[src/rtl/ctrl_pkg.sv]
// Shared encodings for the pipelined main control unit: opcodes, functs, ALUFun,
// PC-source / writeback selects and the layout of the registered control bundle.
package ctrl_pkg;

   localparam logic [5:0] OP_RTYPE  = 6'h00;
   localparam logic [5:0] OP_REGIMM = 6'h01;
   localparam logic [5:0] OP_J      = 6'h02;
   localparam logic [5:0] OP_JAL    = 6'h03;
   localparam logic [5:0] OP_BEQ    = 6'h04;
   localparam logic [5:0] OP_BNE    = 6'h05;
   localparam logic [5:0] OP_BLEZ   = 6'h06;
   localparam logic [5:0] OP_BGTZ   = 6'h07;
   localparam logic [5:0] OP_ADDI   = 6'h08;
   localparam logic [5:0] OP_ADDIU  = 6'h09;
   localparam logic [5:0] OP_SLTI   = 6'h0a;
   localparam logic [5:0] OP_SLTIU  = 6'h0b;
   localparam logic [5:0] OP_ANDI   = 6'h0c;
   localparam logic [5:0] OP_LUI    = 6'h0f;
   localparam logic [5:0] OP_MUL    = 6'h1c;
   localparam logic [5:0] OP_LW     = 6'h23;
   localparam logic [5:0] OP_SW     = 6'h2b;

   localparam logic [5:0] F_SLL  = 6'h00;
   localparam logic [5:0] F_SRL  = 6'h02;
   localparam logic [5:0] F_SRA  = 6'h03;
   localparam logic [5:0] F_JR   = 6'h08;
   localparam logic [5:0] F_JALR = 6'h09;
   localparam logic [5:0] F_ADD  = 6'h20;
   localparam logic [5:0] F_ADDU = 6'h21;
   localparam logic [5:0] F_SUB  = 6'h22;
   localparam logic [5:0] F_SUBU = 6'h23;
   localparam logic [5:0] F_AND  = 6'h24;
   localparam logic [5:0] F_OR   = 6'h25;
   localparam logic [5:0] F_XOR  = 6'h26;
   localparam logic [5:0] F_NOR  = 6'h27;
   localparam logic [5:0] F_SLT  = 6'h2a;
   localparam logic [5:0] F_SLTU = 6'h2b;

   localparam logic [5:0] ALU_ADD = 6'b000000;
   localparam logic [5:0] ALU_SUB = 6'b000001;
   localparam logic [5:0] ALU_MUL = 6'b000010;
   localparam logic [5:0] ALU_AND = 6'b011000;
   localparam logic [5:0] ALU_OR  = 6'b011110;
   localparam logic [5:0] ALU_XOR = 6'b010110;
   localparam logic [5:0] ALU_NOR = 6'b010001;
   localparam logic [5:0] ALU_SLL = 6'b100000;
   localparam logic [5:0] ALU_SRL = 6'b100001;
   localparam logic [5:0] ALU_SRA = 6'b100011;
   localparam logic [5:0] ALU_EQ  = 6'b110011;
   localparam logic [5:0] ALU_NEQ = 6'b110001;
   localparam logic [5:0] ALU_LT  = 6'b110101;
   localparam logic [5:0] ALU_LEZ = 6'b111101;
   localparam logic [5:0] ALU_LTZ = 6'b111011;
   localparam logic [5:0] ALU_GTZ = 6'b111111;

   localparam logic [2:0] PCSRC_SEQ    = 3'b000;
   localparam logic [2:0] PCSRC_BRANCH = 3'b001;
   localparam logic [2:0] PCSRC_JUMP   = 3'b010;
   localparam logic [2:0] PCSRC_JREG   = 3'b011;
   localparam logic [2:0] PCSRC_IRQ    = 3'b100;
   localparam logic [2:0] PCSRC_EXC    = 3'b101;

   localparam logic [1:0] REGDST_RD = 2'b00;
   localparam logic [1:0] REGDST_RT = 2'b01;
   localparam logic [1:0] REGDST_RA = 2'b10;
   localparam logic [1:0] REGDST_K0 = 2'b11;

   localparam logic [1:0] MEMTOREG_ALU = 2'b00;
   localparam logic [1:0] MEMTOREG_MEM = 2'b01;
   localparam logic [1:0] MEMTOREG_PC4 = 2'b10;

   localparam int unsigned OFF_ALUFUN   = 0;
   localparam int unsigned OFF_ALUSRC1  = 6;
   localparam int unsigned OFF_ALUSRC2  = 7;
   localparam int unsigned OFF_SIGN     = 8;
   localparam int unsigned OFF_EXTOP    = 9;
   localparam int unsigned OFF_LUOP     = 10;
   localparam int unsigned OFF_MEMREAD  = 11;
   localparam int unsigned OFF_MEMWRITE = 12;
   localparam int unsigned OFF_REGWRITE = 13;
   localparam int unsigned OFF_REGDST   = 14;
   localparam int unsigned OFF_MEMTOREG = 16;
   localparam int unsigned CTRL_W       = 18;

   // Interrupts and exceptions both save PC+4 into $k0.
   function automatic logic [CTRL_W-1:0] k0_bundle();
      logic [CTRL_W-1:0] b;
      b = '0;
      b[OFF_REGWRITE] = 1'b1;
      b[OFF_REGDST +: 2] = REGDST_K0;
      b[OFF_MEMTOREG +: 2] = MEMTOREG_PC4;
      return b;
   endfunction

endpackage

[src/rtl/ctrl_pipe_unit_decode.sv]
// Combinational opcode/funct decoder: control bundle, sequential PC select and a
// flag saying whether the instruction belongs to the supported set.
module ctrl_decode
   import ctrl_pkg::*;
(
   input  logic [5:0]        opcode_i,
   input  logic [5:0]        funct_i,
   output logic [CTRL_W-1:0] bundle_o,
   output logic [2:0]        pcsrc_o,
   output logic              valid_o
);

   logic [5:0] alufun;
   logic       alusrc1, alusrc2, sign, extop, luop, memread, memwrite, regwrite;
   logic [1:0] regdst, memtoreg;

   always_comb begin
      alufun   = ALU_ADD;
      alusrc1  = 1'b0;
      alusrc2  = 1'b0;
      sign     = 1'b0;
      extop    = 1'b0;
      luop     = 1'b0;
      memread  = 1'b0;
      memwrite = 1'b0;
      regwrite = 1'b0;
      regdst   = REGDST_RD;
      memtoreg = MEMTOREG_ALU;
      pcsrc_o  = PCSRC_SEQ;
      valid_o  = 1'b1;
      case (opcode_i)
         OP_RTYPE: begin
            regwrite = 1'b1;
            case (funct_i)
               F_ADD:  sign = 1'b1;
               F_ADDU: ;
               F_SUB:  begin alufun = ALU_SUB; sign = 1'b1; end
               F_SUBU: alufun = ALU_SUB;
               F_AND:  alufun = ALU_AND;
               F_OR:   alufun = ALU_OR;
               F_XOR:  alufun = ALU_XOR;
               F_NOR:  alufun = ALU_NOR;
               F_SLL:  begin alufun = ALU_SLL; alusrc1 = 1'b1; end
               F_SRL:  begin alufun = ALU_SRL; alusrc1 = 1'b1; end
               F_SRA:  begin alufun = ALU_SRA; alusrc1 = 1'b1; end
               F_SLT:  begin alufun = ALU_LT; sign = 1'b1; end
               F_SLTU: alufun = ALU_LT;
               F_JR:   begin regwrite = 1'b0; pcsrc_o = PCSRC_JREG; end
               F_JALR: begin memtoreg = MEMTOREG_PC4; pcsrc_o = PCSRC_JREG; end
               default: begin regwrite = 1'b0; valid_o = 1'b0; end
            endcase
         end
         OP_J:   pcsrc_o = PCSRC_JUMP;
         OP_JAL: begin
            pcsrc_o  = PCSRC_JUMP;
            regwrite = 1'b1;
            regdst   = REGDST_RA;
            memtoreg = MEMTOREG_PC4;
         end
         OP_BEQ, OP_BNE, OP_BLEZ, OP_BGTZ, OP_REGIMM: begin
            pcsrc_o = PCSRC_BRANCH;
            sign    = 1'b1;
            extop   = 1'b1;
            case (opcode_i)
               OP_BEQ:  alufun = ALU_EQ;
               OP_BNE:  alufun = ALU_NEQ;
               OP_BLEZ: alufun = ALU_LEZ;
               OP_BGTZ: alufun = ALU_GTZ;
               default: alufun = ALU_LTZ;
            endcase
         end
         OP_ADDI:  begin alusrc2 = 1'b1; sign = 1'b1; extop = 1'b1; regwrite = 1'b1;
                         regdst = REGDST_RT; end
         OP_ADDIU: begin alusrc2 = 1'b1; extop = 1'b1; regwrite = 1'b1; regdst = REGDST_RT; end
         OP_SLTI:  begin alufun = ALU_LT; alusrc2 = 1'b1; sign = 1'b1; extop = 1'b1;
                         regwrite = 1'b1; regdst = REGDST_RT; end
         OP_SLTIU: begin alufun = ALU_LT; alusrc2 = 1'b1; extop = 1'b1; regwrite = 1'b1;
                         regdst = REGDST_RT; end
         OP_ANDI:  begin alufun = ALU_AND; alusrc2 = 1'b1; regwrite = 1'b1;
                         regdst = REGDST_RT; end
         OP_LUI:   begin alusrc2 = 1'b1; luop = 1'b1; regwrite = 1'b1; regdst = REGDST_RT; end
         OP_LW:    begin alusrc2 = 1'b1; extop = 1'b1; memread = 1'b1; regwrite = 1'b1;
                         regdst = REGDST_RT; memtoreg = MEMTOREG_MEM; end
         OP_SW:    begin alusrc2 = 1'b1; extop = 1'b1; memwrite = 1'b1; end
         OP_MUL:   begin alufun = ALU_MUL; sign = 1'b1; regwrite = 1'b1; end
         default:  valid_o = 1'b0;
      endcase
   end

   assign bundle_o = {memtoreg, regdst, regwrite, memwrite, memread, luop, extop, sign,
                      alusrc2, alusrc1, alufun};

endmodule

[src/rtl/ctrl_pipe_unit.sv]
// Main control unit: ID decode, interrupt/exception steering, a CTRL_STAGES-deep
// control shift register (EX..WB) and load-use hazard detection.
module ctrl_pipe_unit
   import ctrl_pkg::*;
#(
   parameter int unsigned CTRL_STAGES = 3,
   parameter int unsigned PC_W        = 32
) (
   input  logic            clk,
   input  logic            reset,
   input  logic            instr_valid,
   input  logic [5:0]      opcode,
   input  logic [5:0]      funct,
   input  logic [4:0]      id_rs,
   input  logic [4:0]      id_rt,
   input  logic [PC_W-1:0] pc_in,
   input  logic            irq,
   input  logic            stall,
   input  logic            flush,
   output logic [2:0]      pcsrc,
   output logic            load_use_stall,
   output logic [5:0]      ex_alufun,
   output logic            ex_alusrc1,
   output logic            ex_alusrc2,
   output logic            ex_sign,
   output logic            ex_extop,
   output logic            ex_luop,
   output logic            mem_read,
   output logic            mem_write,
   output logic            wb_regwrite,
   output logic [1:0]      wb_regdst,
   output logic [1:0]      wb_memtoreg
);

   logic [CTRL_W-1:0] dec_bundle;
   logic [2:0]        dec_pcsrc;
   logic              dec_valid;

   ctrl_decode u_decode (
      .opcode_i (opcode),
      .funct_i  (funct),
      .bundle_o (dec_bundle),
      .pcsrc_o  (dec_pcsrc),
      .valid_o  (dec_valid)
   );

   logic              irq_pending_q, irq_pending_d;
   logic              irq_take, bubble;
   logic [4:0]        ex_rt_q, ex_rt_d;
   logic [CTRL_W-1:0] stage1_d;
   logic [CTRL_W-1:0] stage_q [CTRL_STAGES];

   always_comb begin
      bubble        = stall | flush | ~instr_valid;
      // Kernel mode masks interrupts; the request stays pending until user mode.
      irq_take      = (irq_pending_q | irq) & instr_valid & ~stall & ~flush & ~pc_in[PC_W-1];
      irq_pending_d = (irq_pending_q | irq) & ~irq_take;
      ex_rt_d       = bubble ? 5'd0 : id_rt;
      if (bubble) begin
         stage1_d = '0;
      end else if (irq_take || !dec_valid) begin
         stage1_d = k0_bundle();
      end else begin
         stage1_d = dec_bundle;
      end
      if (reset || !instr_valid) begin
         pcsrc = PCSRC_SEQ;
      end else if (irq_take) begin
         pcsrc = PCSRC_IRQ;
      end else if (!dec_valid) begin
         pcsrc = PCSRC_EXC;
      end else begin
         pcsrc = dec_pcsrc;
      end
   end

   always_ff @(posedge clk) begin
      if (reset) begin
         irq_pending_q <= 1'b0;
         ex_rt_q       <= 5'd0;
      end else begin
         irq_pending_q <= irq_pending_d;
         ex_rt_q       <= ex_rt_d;
      end
   end

   for (genvar k = 0; k < CTRL_STAGES; k++) begin : gen_stage
      if (k == 0) begin : gen_first
         always_ff @(posedge clk) begin
            if (reset) stage_q[k] <= '0;
            else       stage_q[k] <= stage1_d;
         end
      end else begin : gen_next
         always_ff @(posedge clk) begin
            if (reset) stage_q[k] <= '0;
            else       stage_q[k] <= stage_q[k-1];
         end
      end
   end

   assign ex_alufun   = stage_q[0][OFF_ALUFUN +: 6];
   assign ex_alusrc1  = stage_q[0][OFF_ALUSRC1];
   assign ex_alusrc2  = stage_q[0][OFF_ALUSRC2];
   assign ex_sign     = stage_q[0][OFF_SIGN];
   assign ex_extop    = stage_q[0][OFF_EXTOP];
   assign ex_luop     = stage_q[0][OFF_LUOP];
   assign mem_read    = stage_q[1][OFF_MEMREAD];
   assign mem_write   = stage_q[1][OFF_MEMWRITE];
   assign wb_regwrite = stage_q[CTRL_STAGES-1][OFF_REGWRITE];
   assign wb_regdst   = stage_q[CTRL_STAGES-1][OFF_REGDST +: 2];
   assign wb_memtoreg = stage_q[CTRL_STAGES-1][OFF_MEMTOREG +: 2];

   assign load_use_stall = stage_q[0][OFF_MEMREAD] & (ex_rt_q != 5'd0) &
                           ((ex_rt_q == id_rs) | (ex_rt_q == id_rt)) & instr_valid;

   logic unused_bits;
   assign unused_bits = ^{pc_in[PC_W-2:0], stage_q[CTRL_STAGES-1][OFF_MEMWRITE:0]};

endmodule

[config.mk]
export PLATFORM = sky130hd
export DESIGN_NAME = ctrl_pipe_unit
export DESIGN_NICKNAME = d
export VERILOG_FILES = /design/src/rtl/ctrl_pkg.sv /design/src/rtl/ctrl_pipe_unit_decode.sv /design/src/rtl/ctrl_pipe_unit.sv
export SDC_FILE = /design/constraint.sdc
export NUM_CORES = 1
export LEC_CHECK = 0
export CAP_MARGIN = 0
export CORE_MARGIN = 2
export CORE_UTILIZATION = 44
export DETAILED_ROUTE_END_ITERATION = 10
export MAX_ROUTING_LAYER = met4
export PLACE_DENSITY = 0.81
export SLEW_MARGIN = 15
export SYNTH_ARGS = -nofsm -noshare
export SYNTH_HDL_FRONTEND = slang
export SYNTH_HIERARCHICAL = 1
export SYNTH_SLANG_ARGS = --single-unit
[constraint.sdc]
create_clock -name clk -period 3.55 [get_ports clk]
set_input_delay 0.71 -clock clk [delete_from_list [all_inputs] [get_ports clk]]
set_output_delay 0.71 -clock clk [all_outputs]
set_load 0.02 [all_outputs]
After elaboration in Yosys (flattened, before gate mapping)
Memory sizes are Yosys's and may differ from the RTL's.
Cells that the tools add are included.
W data, S select, Z words.
{"block": "classes", "n_addsub": 0, "multipliers": 0, "n_div": 0, "n_lt_le_gt_ge": 0, "n_eq_ne": 32, "n_shift": 0, "n_mux": 32, "bitwise_logic": 20, "reduce_logical": 24}
{"op": "$mux W18", "count": 5}
{"op": "$eq A6 B6 Y1 const B", "count": 12}
{"op": "$pmux W6 S9", "count": 1}
{"op": "$eq A6 B4 Y1 const B", "count": 8}
{"op": "$pmux W6 S5", "count": 1}
{"op": "$eq A6 B2 Y1 const B", "count": 4}
{"op": "$eq A6 B3 Y1 const B", "count": 4}
{"op": "$pmux W4 S4", "count": 1}
{"op": "$reduce_or A16 Y1", "count": 1}
{"op": "$reduce_or A8 Y1", "count": 2}
{"op": "$reduce_or A15 Y1", "count": 1}
{"op": "$reduce_or A14 Y1", "count": 1}
{"op": "$mux W1", "count": 13}
{"op": "$logic_not A6 Y1", "count": 2}
{"op": "$reduce_or A2 Y1", "count": 6}
{"op": "$reduce_or A11 Y1", "count": 1}
{"op": "$eq A5 B5 Y1", "count": 2}
{"op": "$mux W3", "count": 3}
{"op": "$pmux W3 S3", "count": 1}
{"op": "$reduce_or A9 Y1", "count": 1}
{"op": "$and A1 B1 Y1", "count": 8}
{"op": "$or A1 B1 Y1", "count": 7}
{"op": "$reduce_or A7 Y1", "count": 1}
{"op": "$eq A6 B1 Y1 const B", "count": 1}
{"op": "other kinds (11)", "count": 21}
{"block": "totals", "regBits": 6, "latchBits": 0, "ram_bits": 54, "rom_bits": 0, "inputBits": 60, "out_inout_bits": 22, "wordCells": 111, "mem_count": 1}
{"memory": "stage_q", "depth": 3, "width": 18, "rd": 3, "rd_ports_with_merged_regs": 0, "write_ports": 3, "line_no": "ctrl_pipe_unit.sv:51", "rtl": "logic [CTRL_W-1:0] stage_q [CTRL_STAGES];"}

Logic depth before layout (Yosys ltp)
Gate-level depths: netlist of the first run.
{"block": "logic_depth", "depth_word": 9, "depth_mapped": 10, "depth_no_buf": 7}

Modules after synthesis
Netlist of the first run, hierarchy kept.
{"module": "ctrl_pipe_unit", "instances": 1, "cells_per_inst": 108, "area_each_um2": 1256.2, "seq_area_each_um2": 720.7}
{"module": "ctrl_decode", "instances": 1, "cells_per_inst": 137, "area_each_um2": 824.5, "seq_area_each_um2": 0.0}

Worst setup path after synthesis of the first run
Ideal clock, no wire load.
{"block": "synth_timing", "path_type": "input port to output port", "from": "in opcode[3]", "to": "out pcsrc[1]", "t_arrival_ns": 2.785, "t_required_ns": 2.840, "slack_ns": 0.055, "path_stages": 8, "n_path_buf": 2, "path_cell_list": "buf_4 or4_4 buf_6 nor3_1 nand4_1 o2111ai_1 o31ai_4 and4bb_2"}
{"block": "synth_between", "elab_chain_cells": 6, "elab_cells_between_ends": 25, "classes_between": "eq/ne: 16; mux: 5; reduce/logical: 4"}
{"item": "start, declared", "line_no": "ctrl_pipe_unit.sv:12", "rtl": "input logic [5:0] opcode,"}
{"item": "$eq A6 B2 Y1, or another cell as far along", "line_no": "ctrl_pipe_unit_decode.sv:31", "rtl": "case (opcode_i)"}
{"item": "$reduce_or A16 Y1 (no source line)"}
{"item": "$pmux W1 S2 (*)", "line_no": "ctrl_pipe_unit_decode.sv:31"}
{"item": "named net dec_valid", "line_no": "ctrl_pipe_unit.sv:37", "rtl": "logic dec_valid;"}
{"item": "$mux W3 (*)", "line_no": "ctrl_pipe_unit.sv:70", "rtl": "end else if (!dec_valid) begin"}
{"item": "$mux W3 (*)", "line_no": "ctrl_pipe_unit.sv:68", "rtl": "end else if (irq_take) begin"}
{"item": "$mux W3 (*)", "line_no": "ctrl_pipe_unit.sv:66", "rtl": "if (reset || !instr_valid) begin"}
{"item": "end, declared", "line_no": "ctrl_pipe_unit.sv:20", "rtl": "output logic [2:0] pcsrc,"}
The timed path passes the listed nets; every way through them passes the cells marked *.

Worst setup path after layout of the first run
{"block": "layout_timing", "from": "in opcode[4]", "to": "out pcsrc[1]"}
The elaborated chain is that of the path after synthesis.

==> results of run 1 <==
-- synth_stat cells, drive strengths merged (2+ instances only) --
library cell  number
or2                3
clkbuf            11
nor2              19
o2111ai            2
o22ai              3
a21oi              9
or3b               2
inv                7
or3                3
nor3              11
a31oi              2
a32oi              2
xnor2              4
nand3              5
nand4              2
nand2              9
or4                3
xor2               8
nor4               3
o211ai             2
and2              19
o21ai              8
o2bb2ai            2
nor2b             15
nand2b             8
buf               20
nor4b              2
o31ai              2
dfxtp             36
o21a               4
-- state kept, by name, summed over array words and instances, names as in the netlist --
register / count
stage_q: 30
ex_rt_q: 5
irq_pending_q: 1
-- power groups by stage --
stage | registers (W) | logic [W] | clock network (W)
global placement | 0.000419 | 0.000165 | 0
detailed placement | 0.000419 | 0.000168 | 0
finish | 0.000410 | 0.000180 | 0.000291
CTS | 0.000410 | 0.000173 | 0.000296
global route | 0.000410 | 0.000195 | 0.000315
floorplan | 0.000419 | 0.0000901 | 0
-- cells in the final DEF, fill, tap and decap left out, types with 3 or more instances in the layout --
cell / synthesis / final
buf_6: 3 / 3
nor2_1: 19 / 17
nor4_1: 3 / 3
o21a_1: 4 / 4
a21oi_1: 9 / 8
xor2_1: 8 / 8
nor3_1: 10 / 9
xnor2_1: 4 / 4
inv_1: 7 / 7
buf_4: 16 / 48
o22ai_1: 3 / 3
clkbuf_8: 0 / 6
and2_4: 10 / 10
clkdlybuf4s50_1: 0 / 37
o21ai_0: 8 / 8
and2_1: 9 / 9
dfxtp_1: 36 / 36
nand3_1: 5 / 5
dlymetal6s2s_1: 0 / 8
nand2b_1: 8 / 8
nor2b_1: 15 / 15
nand2_1: 9 / 9
-- path summary, 6_finish.rpt --
| check | startpoint | to | slack, ns | depth (start not counted) |
|---|---|---|---|---|
| hold reg to reg | stage_q[0][17] | stage_q[1][17] | 0.43 | 1 |
| setup / recovery | opcode[4] | pcsrc[1] | 0.1 | 9 |
| hold / removal | stage_q[0][17] | stage_q[1][17] | 0.43 | 1 |
| setup reg to reg | irq_pending_q | stage_q[0][10] | 2.10 | 7 |
-- through the flow --
step / hold WS (ns) / power [W]
after floorplan: 0.414 / 0.000510
after global placement: 0.418 / 0.000584
after detailed placement: 0.422 / 0.000587
after CTS: 0.435 / 0.000878
after global routing: 0.445 / 0.000920
final: 0.432 / 0.000881
-- layer usage --
metal	vias to the layer above	share of wire, %	wire length [µm]
met4	0	4.4	236
met1	922	43	2310
li1	986	-	-
met5	-	0	0
met3	29	6.5	346
met2	100	46	2460
-- layout make-up --
| cell class | count | area (µm²) | share of cell area, % |
|---|---|---|---|
| timing repair buffer | 100 | 892 | 29.7 |
| multi-input combinational | 171 | 1200 | 40.1 |
| sequential | 36 | 721 | 24.0 |
| inverter | 7 | 26.3 | 0.875 |
| tap | 54 | 67.6 | 2.25 |
| clock inverter | 2 | 10.0 | 0.333 |
| clock buffer | 6 | 82.6 | 2.75 |
-- critical path, stage by stage --
cell           delay, ns
dlygate4sd2_1       0.24
or4_4               0.57
nor3_4              0.19
nand4_1             0.16
o2111ai_2           0.21
buf_4               0.16
o31ai_4             0.07
and4bb_2            0.31
buf_6               0.12
-- cells by family after synthesis --
| group | count (synthesis) |
|---|---|
| AND/OR/NAND/NOR | 107 |
| buffers and inverters | 38 |
| XOR/XNOR | 12 |
| AO/OA/AOI/OAI | 49 |
| multiplexers | 2 |
| other | 1 |
| flip-flops | 36 |
-- what timing repair did --
action,4_1_cts,5_1_grt
gates resized for setup,26,16
endpoints found under the setup margin,3,3
pin swaps,7,6
buffers inserted,13,1
==> metrics.txt, run 1 <==
outcome finished clean; Placer Congestion slightly below 0.9; Worst-Margin Slew between 0.5 and 0.6 ns; CTS tree yes; top cells by area, synth dfxtp_1, buf_4, nor2b_1, and2_4, nor2_1; M1 GR Usage between 20 and 30%; pin count of the biggest net entering global routing 18; P per Cell Area 293 nW/µm²; dominant synthesized flop cell dfxtp_1; drt pass-1 iters 4; synthesized net count 305; met3 Use GR ~5.0%; Placed Instances around 350; post-synth top area share between 30% and 40%; Worst-Skew Late Latency around 0.28 ns; Die Y approximately 73 µm; switching pwr approximately 0.00023 W; Post-Syn Area ~2100 µm²; initial antenna violation count 0; first-pass GRT wire length roughly 8600 µm; gr ovfl total 0; fin. max-slew vios 0; combinational family with the most area after synthesis simple AND/OR/NAND/NOR gates; simple-gate share of the synthesized area 30.8%; initial drt markers 153; Post-DRT Antenna Nets 0; syn avg cell area around 8.5 µm²; Worst Path Required approximately 2.8 ns; worst-case clock buffer depth 2; Slew headroom ~65%; DR WL/cell ~14 µm; # Max-Cap Violations 0; Crit Path Max Fanout 2; Vias per Instance ~5.4; Post-CTS Hold Fix Bufs 0; Max Fclk between 200 and 300 MHz; internal power between 0.0006 and 0.0007 W; Synth cell types 57; Comb power frac about a fifth; setup_tns 0 ns; vias between 2000 and 2500; crit share post-route 97.2%; share of power burned in registers 46.5%; sequential share of the synthesized area between 30% and 40%; Post-Synth Adder-Cell Area 0%; final worst slack ~0.1 ns; grt peak-use layer met2; asr flop ratio synth 0%; Crit. End Element output port; GRT Overall Usage 21.3%; Hold WC Path Type register to register; dpl hpwl approximately 3600 µm; number of fill cells roughly 390; # port buffers 50; post-place setup slack -0.665 ns; CTS Buf Count 5; diode count 0; setup violators final 0; clock power share 33.0%; largest area contributor in the netlist dfxtp_1; core box area ~4600 µm²; warnings from Yosys 6; Layout Nets 381; xor and xnor area share after synthesis around 5.1%; mux cell area share after synthesis ~1%; num ports 82; share of layout cells above drive strength 1 between 20 and 30%; Layout area overhead 44.4%; final WL 5350 µm; vias in the first global route about 1900; Final Hold Viols 0; H-tree Lvls 2; met2 Use GR 33.2%; startpoint types primary input; die width between 70 and 80 µm; Static Leak 1.31 nW; VDD IR max 0.173 mV; Clock Pin Slew Worst Setup and Hold Paths ~0.080 ns; DIE AREA between 5000 and 6000 µm²; Post-synth EDFFs 0; placed inst area ~2700 µm²; residual DRC count 0; switch share between 20% and 30%; Synth Area in Compound Gates roughly 17%; post-layout min period between 3 and 4 ns; Core Rows 25; Root Driver clkbuf_8; arrival time worst endpoint ~2.7 ns; post-synthesis register bit count 36; Final Skew about 0.013 ns; Util after Layout about two thirds; kind of critical path primary input to output port; Synth Instances 245; post-layout instance area 3000 µm²; Clock Sinks 36; Layout Cells excl Fill between 300 and 400; Initial Util between 40% and 50%
Note: power is estimated with default switching activity, not from simulation.
==> run 2, diff against run 1 <==
CORE_UTILIZATION = 45   (was 44)
CTS_BUF_LIST = sky130_fd_sc_hd__clkbuf_4 sky130_fd_sc_hd__clkbuf_8   (was not set)
PLACE_DENSITY = 0.82   (was 0.81)
==> run 2 against run 1 <==
Effect of this change: critical path depth unchanged; die area down 2.1%; register-to-register slack worse by 0.03 ns; clock-buffer cell count down 1; non-clock buffer count down 9; utilization up 0.67 points; sequential power about the same; cell count down 2.9%; largest cell class unchanged.
==> metrics.txt, run 2 (synthesis gave the netlist of run 1 again) <==
final WL a little under 5000 µm; WHS around 0.44 ns; switch share about a quarter; clock power share 32.4%; switching pwr between 0.0002 and 0.00025 W; crit path buf inv count 3; post-layout min period ~3.5 ns; critical path's slowest cell or4_4; die width ~72 µm; Hold WC Path Type register to register; Core Rows 24; Slew headroom between 60% and 70%; first-pass GRT wire length 7850 µm; num ports just over 80; Worst-Margin Slew roughly 0.54 ns; outcome finished clean; commonest non-fill, non-tap cells in the layout clkdlybuf4s50_1, buf_4, dfxtp_1; max reg flops 30; worst-case clock buffer depth 2; Placer Congestion slightly below 0.9; Worst path top cell family by delay simple AND/OR/NAND/NOR gates; # port buffers 50; vias 1922; diode count 0; Clock Sinks 36; FF-to-FF path depth 7; Initial Util between 40% and 50%; setup_tns 0 ns; residual DRC count 0; DR WL/cell approximately 13 µm; Worst-Skew Late Latency 0.28 ns; Crit Path Max Fanout 5; drt pass-1 iters 4; arrival time worst endpoint 2.77 ns; pin count of the biggest net entering global routing 18; crit-path max cell delay approximately 0.55 ns; Layout area overhead 39.1%; VDD IR max about 0.19 mV; placed inst area between 2000 and 3000 µm²; Comb power frac 20.2%; WHS Path Cells 1; CTS Buf Count 5; Largest regs stage_q x30, ex_rt_q x5, irq_pending_q x1; Crit. End Element output port; # Max-Cap Violations 0; Static Leak around 1.2 nW; Max Fclk ~290 MHz; share of power burned in registers a little under half; H-tree Lvls 2; Worst Path Required 2.84 ns; initial antenna violation count 0; Post-DRT Antenna Nets 0; dpl hpwl 3730 µm; kind of critical path primary input to output port; startpoint types primary input; core box area approximately 4400 µm²; P per Cell Area ~300 nW/µm²; Layout Nets between 300 and 400; Vias per Instance 5.27; post-layout instance area ~2900 µm²; vias in the first global route 1695; CTS tree yes; share of layout cells above drive strength 1 26.2%; total power roughly 0.00087 W; Final Skew between 0.007 and 0.008 ns; DIE AREA around 5200 µm²; register bank with the most flops stage_q; gr ovfl total 0; WP depth 9; Clock Pin Slew Worst Setup and Hold Paths roughly 0.070 ns; GRT Overall Usage between 10% and 20%; setup violators final 0; initial drt markers around 150; crit-path cells dlygate4sd2_1, or4_4, buf_4, a31oi_1, a21oi_4, o2111ai_2, o31ai_4, and4bb_2, buf_6; internal power roughly 0.00063 W; Root Driver clkbuf_8; Die Y 72 µm; crit share post-route a little over nine tenths; Final Hold Viols 0; fin. max-slew vios 0
[run 2: cell count changes in the layout (fill, tap and decap cells not counted), sizes merged]
cell	previous run	this run
buf	53	44
dlymetal6s2s	8	4
clkdlybuf4s50	37	39
clkbuf	6	5
clkdlybuf4s15	0	1
clkinv	2	3
dlygate4sd2	2	3
[run 2: layout make-up]
type                            count  area [µm²]
Inverter                            7        26.3
Timing Repair Buffer               91         813
Sequential cell                    36         721
Clock buffer                        5        68.8
Multi-Input combinational cell    171        1180
Fill cell                         358        1520
Tap cell                           52        65.1
Clock inverter                      3        18.8
[run 2: path summary, 6_finish.rpt]
| kind | startpoint | to | slack (ns) |
|---|---|---|---|
| setup / recovery | opcode[3] | pcsrc[1] | 0.07 |
| hold / removal | stage_q[1][15] | stage_q[2][15] | 0.44 |
| setup reg to reg | irq_pending_q | stage_q[0][2] | 2.07 |
| hold reg to reg | stage_q[1][15] | stage_q[2][15] | 0.44 |
[run 2: metal layers]
| layer | up-vias | share of wire (%) | routed length (µm) | GRT usage, % |
|---|---|---|---|---|
| met1 | 871 | 45 | 2170 | 25.6 |
| met2 | 74 | 49 | 2370 | 32.1 |
| met4 | 0 | 0.92 | 45 | 4.61 |
| met3 | 4 | 5.8 | 281 | 4.17 |
| met5 | - | 0 | 0 | - |
| li1 | 973 | - | - | - |
[run 2: timing repair]
item,in CTS,in global routing
pin swaps,6,7
hold endpoints to repair,0,0
setup endpoints to repair,3,3
hold buffers,0,0
setup buffers,2,1
gates resized for setup,28,9
[run 2: metrics by stage]
stage / instances / util, % / setup slack [ns]
floorplan: 245 / - / 0.0553
global placement: 354 / 61.9 / -0.676
detailed placement: 354 / 61.9 / -0.696
CTS: 364 / 64.8 / 0.0123
global route: 365 / 65.6 / -0.00543
finish: 365 / 65.6 / 0.0652
[run 2: power groups by stage]
stage	Combinational, W	Sequential (W)	Clock, W
final	0.000175	0.000410	0.000281
after global routing	0.000190	0.000410	0.000307
after CTS	0.000173	0.000410	0.000286
after detailed placement	0.000169	0.000419	0
after global placement	0.000165	0.000419	0
after floorplan	0.0000901	0.000419	0
